[src/rtl/motion_sprite_line_engine.sv]
// Multi-sprite scanline renderer. Walks the active descriptor slots on every
// line_start, fetches visible sprite rows from the sprite ROM and composites
// them into the back half of a ping-pong line buffer while the front half is
// scanned out with clear-on-read.
module motion_sprite_line_engine #(
    parameter int NUM_SPRITES = 4,
    parameter int SIZE_LOG2   = 3,
    parameter int SCALE_LOG2  = 1,
    parameter int PIXEL_BITS  = 2,
    parameter int COORD_WIDTH = 10,
    parameter int LINE_PIXELS = 320,
    parameter int COL_WIDTH   = 9,
    parameter int NUM_WIDTH   = 6,
    localparam int SLOT_WIDTH = (NUM_SPRITES > 1) ? $clog2(NUM_SPRITES) : 1,
    localparam int ADDR_WIDTH = NUM_WIDTH + 2 * SIZE_LOG2
) (
    input  logic                   clock,
    input  logic                   reset,
    input  logic                   frame_start,
    input  logic                   line_start,
    input  logic [COORD_WIDTH-1:0] render_row,
    input  logic                   reg_we,
    input  logic [SLOT_WIDTH-1:0]  reg_slot,
    input  logic [1:0]             reg_field,
    input  logic [COORD_WIDTH-1:0] reg_wdata,
    output logic [ADDR_WIDTH-1:0]  rom_addr,
    input  logic [PIXEL_BITS-1:0]  rom_pixel,
    input  logic                   disp_rd,
    input  logic [COL_WIDTH-1:0]   disp_col,
    output logic [PIXEL_BITS-1:0]  disp_pixel,
    output logic                   busy,
    output logic                   overrun
);

    localparam int SPAN_LOG2 = SIZE_LOG2 + SCALE_LOG2;
    localparam int SPAN      = 1 << SPAN_LOG2;
    localparam logic [COORD_WIDTH-1:0] SPAN_LIM   = COORD_WIDTH'(SPAN);
    localparam logic [SPAN_LOG2-1:0]   BEAT_LAST  = '1;
    localparam logic [SPAN_LOG2-1:0]   BEAT_ONE   = SPAN_LOG2'(1);
    localparam logic [SLOT_WIDTH-1:0]  SLOT_TOP   = SLOT_WIDTH'(NUM_SPRITES - 1);
    localparam logic [SLOT_WIDTH-1:0]  SLOT_ONE   = SLOT_WIDTH'(1);
    localparam logic [SLOT_WIDTH:0]    SLOT_LIM   = (SLOT_WIDTH + 1)'(NUM_SPRITES);
    localparam logic [COORD_WIDTH:0]   LINE_LIM_X = (COORD_WIDTH + 1)'(LINE_PIXELS);
    localparam logic [COL_WIDTH:0]     LINE_LIM_C = (COL_WIDTH + 1)'(LINE_PIXELS);

    typedef enum logic [1:0] {IDLE, SETUP, FETCH, DRAIN} state_t;

    // Right-edge clip for a sprite pixel position (computed one bit wider, so no wrap).
    function automatic logic x_on_line(input logic [COORD_WIDTH:0] x);
        return x < LINE_LIM_X;
    endfunction

    // Scan-out column range check.
    function automatic logic col_on_line(input logic [COL_WIDTH:0] col);
        return col < LINE_LIM_C;
    endfunction

    // Descriptor storage: shadow written by the CPU, active used by the renderer.
    logic [NUM_WIDTH-1:0]   shd_num [NUM_SPRITES];
    logic [COORD_WIDTH-1:0] shd_x   [NUM_SPRITES];
    logic [COORD_WIDTH-1:0] shd_y   [NUM_SPRITES];
    logic                   shd_en  [NUM_SPRITES];
    logic [NUM_WIDTH-1:0]   act_num [NUM_SPRITES];
    logic [COORD_WIDTH-1:0] act_x   [NUM_SPRITES];
    logic [COORD_WIDTH-1:0] act_y   [NUM_SPRITES];
    logic                   act_en  [NUM_SPRITES];

    // Line buffer banks; front_sel=0 means bank0 is scanned out.
    logic [PIXEL_BITS-1:0]  bank0 [LINE_PIXELS];
    logic [PIXEL_BITS-1:0]  bank1 [LINE_PIXELS];
    logic                   front_sel;

    // Render control and datapath.
    state_t                 state, state_nxt;
    logic [SLOT_WIDTH-1:0]  slot;
    logic                   slot_adv;
    logic [COORD_WIDTH-1:0] row_q;
    logic [COORD_WIDTH-1:0] dy_full;
    logic                   visible;
    logic [SPAN_LOG2-1:0]   dy_q;
    logic [SPAN_LOG2-1:0]   beat;
    logic [NUM_WIDTH-1:0]   cur_num;
    logic [COORD_WIDTH-1:0] cur_x;

    // Write-back stage, one cycle behind the ROM address.
    logic                   wb_vld_p1;
    logic [COORD_WIDTH:0]   wb_col_p1;
    logic                   wb_we;
    logic [COL_WIDTH-1:0]   wb_idx;
    logic                   rd_ok;
    logic [PIXEL_BITS-1:0]  front_pix;

    // Shadow writes from the CPU and the frame-start shadow-to-active copy.
    always_ff @(posedge clock) begin
        if (!reset) begin
            for (int s = 0; s < NUM_SPRITES; s++) begin
                shd_num[s] <= '0;
                shd_x[s]   <= '0;
                shd_y[s]   <= '0;
                shd_en[s]  <= 1'b0;
                act_num[s] <= '0;
                act_x[s]   <= '0;
                act_y[s]   <= '0;
                act_en[s]  <= 1'b0;
            end
        end else begin
            if (frame_start) begin
                for (int s = 0; s < NUM_SPRITES; s++) begin
                    act_num[s] <= shd_num[s];
                    act_x[s]   <= shd_x[s];
                    act_y[s]   <= shd_y[s];
                    act_en[s]  <= shd_en[s];
                end
            end
            if (reg_we && ({1'b0, reg_slot} < SLOT_LIM)) begin
                case (reg_field)
                    2'd0:    shd_num[reg_slot] <= reg_wdata[NUM_WIDTH-1:0];
                    2'd1:    shd_x[reg_slot]   <= reg_wdata;
                    2'd2:    shd_y[reg_slot]   <= reg_wdata;
                    default: shd_en[reg_slot]  <= reg_wdata[0];
                endcase
            end
        end
    end

    // Visibility of the slot under inspection; dy wraps modulo 2^COORD_WIDTH.
    always_comb begin
        dy_full = row_q - act_y[slot];
        visible = act_en[slot] && (dy_full < SPAN_LIM);
    end

    // Next-state logic; line_start always restarts the walk from the top slot.
    always_comb begin
        state_nxt = state;
        slot_adv  = 1'b0;
        case (state)
            IDLE: state_nxt = IDLE;
            SETUP: begin
                if (visible) begin
                    state_nxt = FETCH;
                end else if (slot == '0) begin
                    state_nxt = IDLE;
                end else begin
                    state_nxt = SETUP;
                    slot_adv  = 1'b1;
                end
            end
            FETCH: begin
                if (beat == BEAT_LAST) state_nxt = DRAIN;
            end
            DRAIN: begin
                if (slot == '0) begin
                    state_nxt = IDLE;
                end else begin
                    state_nxt = SETUP;
                    slot_adv  = 1'b1;
                end
            end
            default: state_nxt = IDLE;
        endcase
        if (line_start) begin
            state_nxt = SETUP;
            slot_adv  = 1'b0;
        end
    end

    // Control registers: FSM state, slot pointer, bank select, overrun flag, write-back valid.
    always_ff @(posedge clock) begin
        if (!reset) begin
            state     <= IDLE;
            slot      <= '0;
            front_sel <= 1'b0;
            overrun   <= 1'b0;
            wb_vld_p1 <= 1'b0;
        end else begin
            state     <= state_nxt;
            wb_vld_p1 <= (state == FETCH) && !line_start;
            if (line_start) begin
                front_sel <= ~front_sel;
                slot      <= SLOT_TOP;
                if (busy) overrun <= 1'b1;
            end else if (slot_adv) begin
                slot <= slot - SLOT_ONE;
            end
        end
    end

    // Render datapath: latch row, capture the visible slot, step the fetch beat.
    always_ff @(posedge clock) begin
        if (line_start) row_q <= render_row;
        if (state == SETUP) begin
            dy_q    <= dy_full[SPAN_LOG2-1:0];
            cur_num <= act_num[slot];
            cur_x   <= act_x[slot];
            beat    <= '0;
        end else if (state == FETCH) begin
            beat <= beat + BEAT_ONE;
        end
        // ---- stage boundary: ROM address -> write-back column ----
        wb_col_p1 <= {1'b0, cur_x} + (COORD_WIDTH + 1)'(beat);
    end

    // ROM address is only meaningful during FETCH; parked at zero otherwise.
    always_comb begin
        rom_addr = '0;
        if (state == FETCH) begin
            rom_addr = {cur_num, dy_q[SPAN_LOG2-1:SCALE_LOG2], beat[SPAN_LOG2-1:SCALE_LOG2]};
        end
    end

    // Write-back enable and scan-out read decode.
    always_comb begin
        busy      = (state != IDLE);
        wb_we     = wb_vld_p1 && !line_start && (rom_pixel != '0) && x_on_line(wb_col_p1);
        wb_idx    = wb_col_p1[COL_WIDTH-1:0];
        rd_ok     = disp_rd && col_on_line({1'b0, disp_col});
        front_pix = front_sel ? bank1[disp_col] : bank0[disp_col];
    end

    // Bank 0 write port: clear-on-read when front, sprite write-back when back.
    always_ff @(posedge clock) begin
        if (!reset) begin
            for (int c = 0; c < LINE_PIXELS; c++) bank0[c] <= '0;
        end else if (!front_sel) begin
            if (rd_ok) bank0[disp_col] <= '0;
        end else if (wb_we) begin
            bank0[wb_idx] <= rom_pixel;
        end
    end

    // Bank 1 write port: clear-on-read when front, sprite write-back when back.
    always_ff @(posedge clock) begin
        if (!reset) begin
            for (int c = 0; c < LINE_PIXELS; c++) bank1[c] <= '0;
        end else if (front_sel) begin
            if (rd_ok) bank1[disp_col] <= '0;
        end else if (wb_we) begin
            bank1[wb_idx] <= rom_pixel;
        end
    end

    // Registered scan-out pixel; out-of-line columns read as transparent.
    always_ff @(posedge clock) begin
        if (!reset) begin
            disp_pixel <= '0;
        end else if (disp_rd) begin
            disp_pixel <= rd_ok ? front_pix : '0;
        end
    end

endmodule
[config.mk]
export PLATFORM = sky130hd
export DESIGN_NAME = motion_sprite_line_engine
export DESIGN_NICKNAME = d
export VERILOG_FILES = /design/src/rtl/motion_sprite_line_engine.sv
export SDC_FILE = /design/constraint.sdc
export NUM_CORES = 2
export LEC_CHECK = 0
export CAP_MARGIN = 25
export CELL_PAD_IN_SITES_DETAIL_PLACEMENT = 1
export CELL_PAD_IN_SITES_GLOBAL_PLACEMENT = 1
export CORE_AREA = 3 3 477 479
export CTS_BUF_LIST = sky130_fd_sc_hd__clkbuf_16
export DETAILED_ROUTE_END_ITERATION = 12
export DIE_AREA = 0 0 480 482
export PLACE_DENSITY = 0.65
export SETUP_SLACK_MARGIN = 0.05
export SKIP_LAST_GASP = 1
export SLEW_MARGIN = 20
export SYNTH_ARGS = -nofsm -noshare
export SYNTH_HDL_FRONTEND = slang
export SYNTH_SLANG_ARGS = --single-unit
export TNS_END_PERCENT = 50
[constraint.sdc]
create_clock -name clock -period 6.1 [get_ports clock]
set_clock_uncertainty 0.2 [all_clocks]
set_input_delay 1.83 -clock clock [delete_from_list [all_inputs] [get_ports clock]]
set_output_delay 1.83 -clock clock [all_outputs]
set_load 0.03 [all_outputs]
== After elaboration in Yosys (flattened, before gate mapping) ==
Memory sizes are Yosys's and may differ from the RTL's. A register that Yosys moved wholly into a read port is not among the register bits.
Cells that the tools add are included.
Storage, ports and cells
  memories kept: 10
  logic and storage cells: 170
  memory bits (read-only): 0
  output and inout bits: 16
  input bits: 41
  flip-flop bits (word level): 38
  latch bits: 0
  bits in writable memories: 1496
Memories
  bank0: depth 320, bits a word 2, read ports 1, clocked after Yosys merged registers in 0, write ports 320, line 69  | logic [PIXEL_BITS-1:0] bank0 [LINE_PIXELS];
  bank1: depth 320, bits a word 2, read ports 1, clocked after Yosys merged registers in 0, write ports 320, line 70  | logic [PIXEL_BITS-1:0] bank1 [LINE_PIXELS];
  act_x: depth 4, bits a word 10, read ports 1, clocked after Yosys merged registers in 1, write ports 4, line 64  | logic [COORD_WIDTH-1:0] act_x [NUM_SPRITES];
  act_y: depth 4, bits a word 10, read ports 1, clocked after Yosys merged registers in 1, write ports 4, line 65  | logic [COORD_WIDTH-1:0] act_y [NUM_SPRITES];
  shd_x: depth 4, bits a word 10, read ports 4, clocked after Yosys merged registers in 0, write ports 4, line 60  | logic [COORD_WIDTH-1:0] shd_x [NUM_SPRITES];
  shd_y: depth 4, bits a word 10, read ports 4, clocked after Yosys merged registers in 0, write ports 4, line 61  | logic [COORD_WIDTH-1:0] shd_y [NUM_SPRITES];
  4 more memories
Operators by class
  eq/ne operators: 8
  bitwise logic cells: 18
  reduce and logical (&&, ||, !) cells: 24
  divide/modulo/power cells: 0
  add/sub/neg operators: 4
  order comparisons: 3
  multipliers: 0
  mux-type cells: 92
  shift-type cells: 0
Operators by type and width (count)
  2-to-1 mux 10 bit: 10
  2-to-1 mux 1 bit: 52
  2-to-1 mux 2 bit: 18
  2-to-1 mux 9 bit: 4
  2-to-1 mux 6 bit: 5
  OR reduction 10 bit: 2
  OR 1 bit: 16
  2-to-1 mux 12 bit: 1
  adder 10 x 4 -> 11 bit: 1
  less-than comparator 11 x 9 -> 1 bit (second input constant): 1
  less-than comparator 10 x 5 -> 1 bit (second input constant): 1
  OR reduction 2 bit: 5
  subtractor 10 bit: 1
  less-than comparator 9 bit (second input constant): 1
  one-hot mux 2 bit (4 select lines): 1
  == test 2 bit (second input constant): 3
  logical AND 1 bit: 6
  zero test 2 bit: 3
  nonzero test 2 bit: 3
  OR reduction 6 bit: 1
  adder 4 x 1 -> 4 bit (second input constant): 1
  == test 2 x 1 -> 1 bit (second input constant): 2
  == test 4 bit (second input constant): 1
  inequality test 3 bit (second input constant): 1
  other kinds (8): 9

== Logic depth before layout (Yosys ltp) ==
  word-level depth: 10
  gate-level depth with buffers: 13
  mapped depth without buffers: 11

== Worst setup path after synthesis ==
No wires, ideal clock.
  path type: input-to-reg
  from: input port frame_start
  to: memory act_en[3], enable pin
  path buffers: 2
  arrival time: 4964 ps
  data required time: 5418 ps
  library setup time: 482 ps
  slack: 454 ps
  stages on the path: 3
  path through: clkbuf_1 -> clkbuf_1 -> nand2b_1
RTL lines
  from (decl): line 19  | input logic frame_start,
  to (decl): line 66  | logic act_en [NUM_SPRITES];

==> results.md <==
* Max frequency at 197 MHz
* Drt pass-1 iters at 6
* HPWL after DPL at 178 mm
* Final Setup Violations at 0
* Worst-path clk slew at 0.06 ns
* Initial Util at 44.8%
* FF+latch count, synth at 2319
* Ys flop type: edfxtp_1
* Clk_lat worst skew at 0.92 ns
* Worst setup margin at 1.01 ns
* DRT antenna net count at 0
* Initial antenna violation count at 12
* Slew Viols, Final at 0
* Unrepaired setup endpoints after global routing: false
* Residual DRC at 0
* Max Cap Viol at 0
* Power Density at 304 nW/um2
* FP Rows at 174
* Core region area at 224000 um2
* Hold crit path type: flop to flop
* Routability congestion estimate at 0.815
* Htree depth at 5
* Die W at 480 um
* Run status: finished, final reports clean
* Maximum VDD drop at 0.268 mV
* CTS sink cnt at 2319
* Worst Path Required at 6.55 ns
* Post-CTS setup repair buffer count at 0
* Post-CTS Resized at 0
* Post-synth cell types at 73
* GRT Overall Usage at 24.9%
* Cell area after synthesis at 100000 um2
* Crit path time final at 5.09 ns
* Vias in the first global route at 65146
* CTS root buf: clkbuf_16
* WL/cell at 26.9 um
* Crit-path cells: clkdlybuf4s50_1, nor4b_2, nand3_1, or2_1, buf_4, a21boi_0, nor2_1, nand2_1, nor2_1
* CP bufs+invs at 2
* Post-synthesis area per instance at 14.9 um2
* Post-synthesis cell count at 6747
* Delay-heaviest family, CP: simple AND/OR/NAND/NOR gates
* Crit path kind: primary input to flop
* Layout Area Growth over Synthesis at 15.5%
* DR vias/cell at 5.77
* Largest net degree at the start of global routing at 206
* Setup slack at placement at 0.0989 ns
* Nets at 7568
* Clock Tree Buf Depth at 4
* Critical Path Source: line_start
* Die Area at 231000 um2
* Hold Crit Start: cur_x[0]$_DFFE_PP_
* Initial DRC count at 6320
* Total power at 35.3 mW
* Io pins at 57
* CTS buffer count at 274
* Grt ovf at 0
* Hold Buf Count CTS at 0
* Via count at 61575
* Yosys Warn Count at 0
* Worst-Margin Slew at 1.10 ns
* Most frequent CP cell: nor2_1
* Final hold vios at 0
* Ys async rst share at 0%
* Final period util at 83.4%
* CTS tree: yes
* Slew margin rel. at 26.5%
* Global-route wire length before repair at 426 mm
* Die height at 482 um
* CP max FO at 16
* Static Leak at 40.3 nW
* Data arrival, critical path at 5.53 ns
* CP max-delay cell: a21boi_0
* IO buf count at 56
* EDFF count, synth at 2287
* Setup crit start kind: primary input
* Critical path capture point type: flop
* Final WL at 288 mm
* Layout cells sized above 1 at 16.3%
* Post-Route Setup TNS at 0 ns
* Register area share after synthesis at 69.0%
* Max incr delay on CP at 0.67 ns
-- placed cells by master, fill, tap and decap left out, types with 21 or more instances in the layout --
| cell type | n |
|---|---|
| edfxtp_1 | 2287 |
| nor2_1 | 1381 |
| conb_1 | 768 |
| o21ai_0 | 680 |
| mux4_2 | 527 |
| clkbuf_16 | 283 |
| buf_4 | 240 |
| nand2_1 | 176 |
| and2_1 | 125 |
| and3_1 | 119 |
| mux2i_1 | 105 |
| inv_1 | 97 |
| a22oi_1 | 83 |
| buf_12 | 65 |
| nand3_1 | 60 |
| a21oi_1 | 59 |
| clkinv_1 | 54 |
| clkdlybuf4s50_1 | 49 |
| o22ai_1 | 41 |
| dfxtp_1 | 32 |
| nor2b_1 | 28 |
| clkinv_2 | 27 |
| nand2b_1 | 25 |
| a211oi_1 | 24 |
| nand2_2 | 21 |
| nor3_1 | 21 |
-- sequential cells by signal, summed over array words and instances (netlist names), 3 cells and up, named ones only --
name       cells
act_en         4
act_y         40
cur_num        6
shd_x         40
beat           4
dy_q           3
shd_y         40
bank1       1024
shd_num       24
wb_col_p1     11
row_q         10
act_num       24
shd_en         4
act_x         40
cur_x         10
bank0       1024
-- through the flow --
step / util (%) / cell area, um2 / std cells / hold slack [ns]
2_1_floorplan: - / 103000 / 7514 / 0.237
3_3_place_gp: 48.3 / 108000 / 10225 / 0.255
3_5_place_dp: 48.3 / 108000 / 10226 / 0.261
4_1_cts: 51.8 / 116000 / 10672 / 0.280
5_1_grt: 51.8 / 116000 / 10674 / 0.294
6_report: 51.8 / 116000 / 10675 / 0.278
-- Yosys cell counts (all sizes together) (17+ instances only) --
| master | n | area (um2) |
|---|---|---|
| clkbuf | 453 | 1700 |
| nor2b | 33 | 206 |
| inv | 25 | 93.8 |
| nand3 | 60 | 300 |
| nand2b | 29 | 181 |
| edfxtp | 2287 | 68700 |
| a221oi | 17 | 149 |
| a21oi | 59 | 295 |
| nand2 | 197 | 739 |
| mux2i | 105 | 1050 |
| mux4 | 527 | 11900 |
| o21ai | 711 | 3570 |
| a211oi | 24 | 180 |
| and3 | 119 | 744 |
| buf | 189 | 1160 |
| a22oi | 84 | 636 |
| a31oi | 18 | 113 |
| nor2 | 1387 | 5210 |
| and2 | 126 | 788 |
| o22ai | 41 | 257 |
| dfxtp | 32 | 641 |
| nor3 | 21 | 105 |
| mux2 | 20 | 225 |
-- area by class of cell --
class / instances / area (um2)
tap: 2992 / 3740
clock buffer: 283 / 7080
multi-input combinational: 4527 / 31300
clock inverter: 163 / 800
timing repair buffer: 363 / 3680
sequential: 2319 / 69300
inverter: 26 / 98.8
fill: 21737 / 108000
antenna: 2 / 5.00
-- per-layer routing --
layer / up-vias / routed length (um) / GRT usage [%]
li1: 26391 / - / -
met5: - / 38 / 0
met4: 6 / 10000 / 8.40
met2: 2169 / 142000 / 41.6
met3: 594 / 20200 / 4.12
met1: 32415 / 116000 / 33.2
-- worst paths after layout --
path	to	slack, ns	depth (start not counted)
worst max register to register	slot[1]$_SDFFE_PN0P_	2.00	11
worst min-delay path	wb_col_p1[0]$_DFF_P_	0.28	1
worst min register to register	wb_col_p1[0]$_DFF_P_	0.28	1
worst max-delay path	bank1[47][1]$_SDFFCE_PN0P_	1.01	9
-- cell families after synthesis --
group / share of synthesized area, %
flops: 69.0
simple gates: 8.55
compound gates: 6.04
buf+inv: 2.94
mux: 13.1
fa+ha+maj: 0.214
xor+xnor: 0.131
other cells: 0.00373
-- power by group --
| group | switching (mW) | total (mW) | internal, mW | leakage [nW] |
|---|---|---|---|---|
| combinational | 1.38 | 2.24 | 0.867 | 12.3 |
| clock | 6.25 | 14.7 | 8.50 | 4.15 |
| sequential | 0.205 | 18.3 | 18.1 | 23.8 |
| total | 7.83 | 35.3 | 27.4 | 40.3 |
-- worst reg2reg max path: cells and delay by family, from the launching register on --
family / cells / cell delay, ns
buf+inv: 1 / 0.09
fa+ha+maj: 1 / 0.29
compound gates: 7 / 1.81
flops: 1 / 0.87
mux: 2 / 0.77
(Power assumes the default switching activity.)
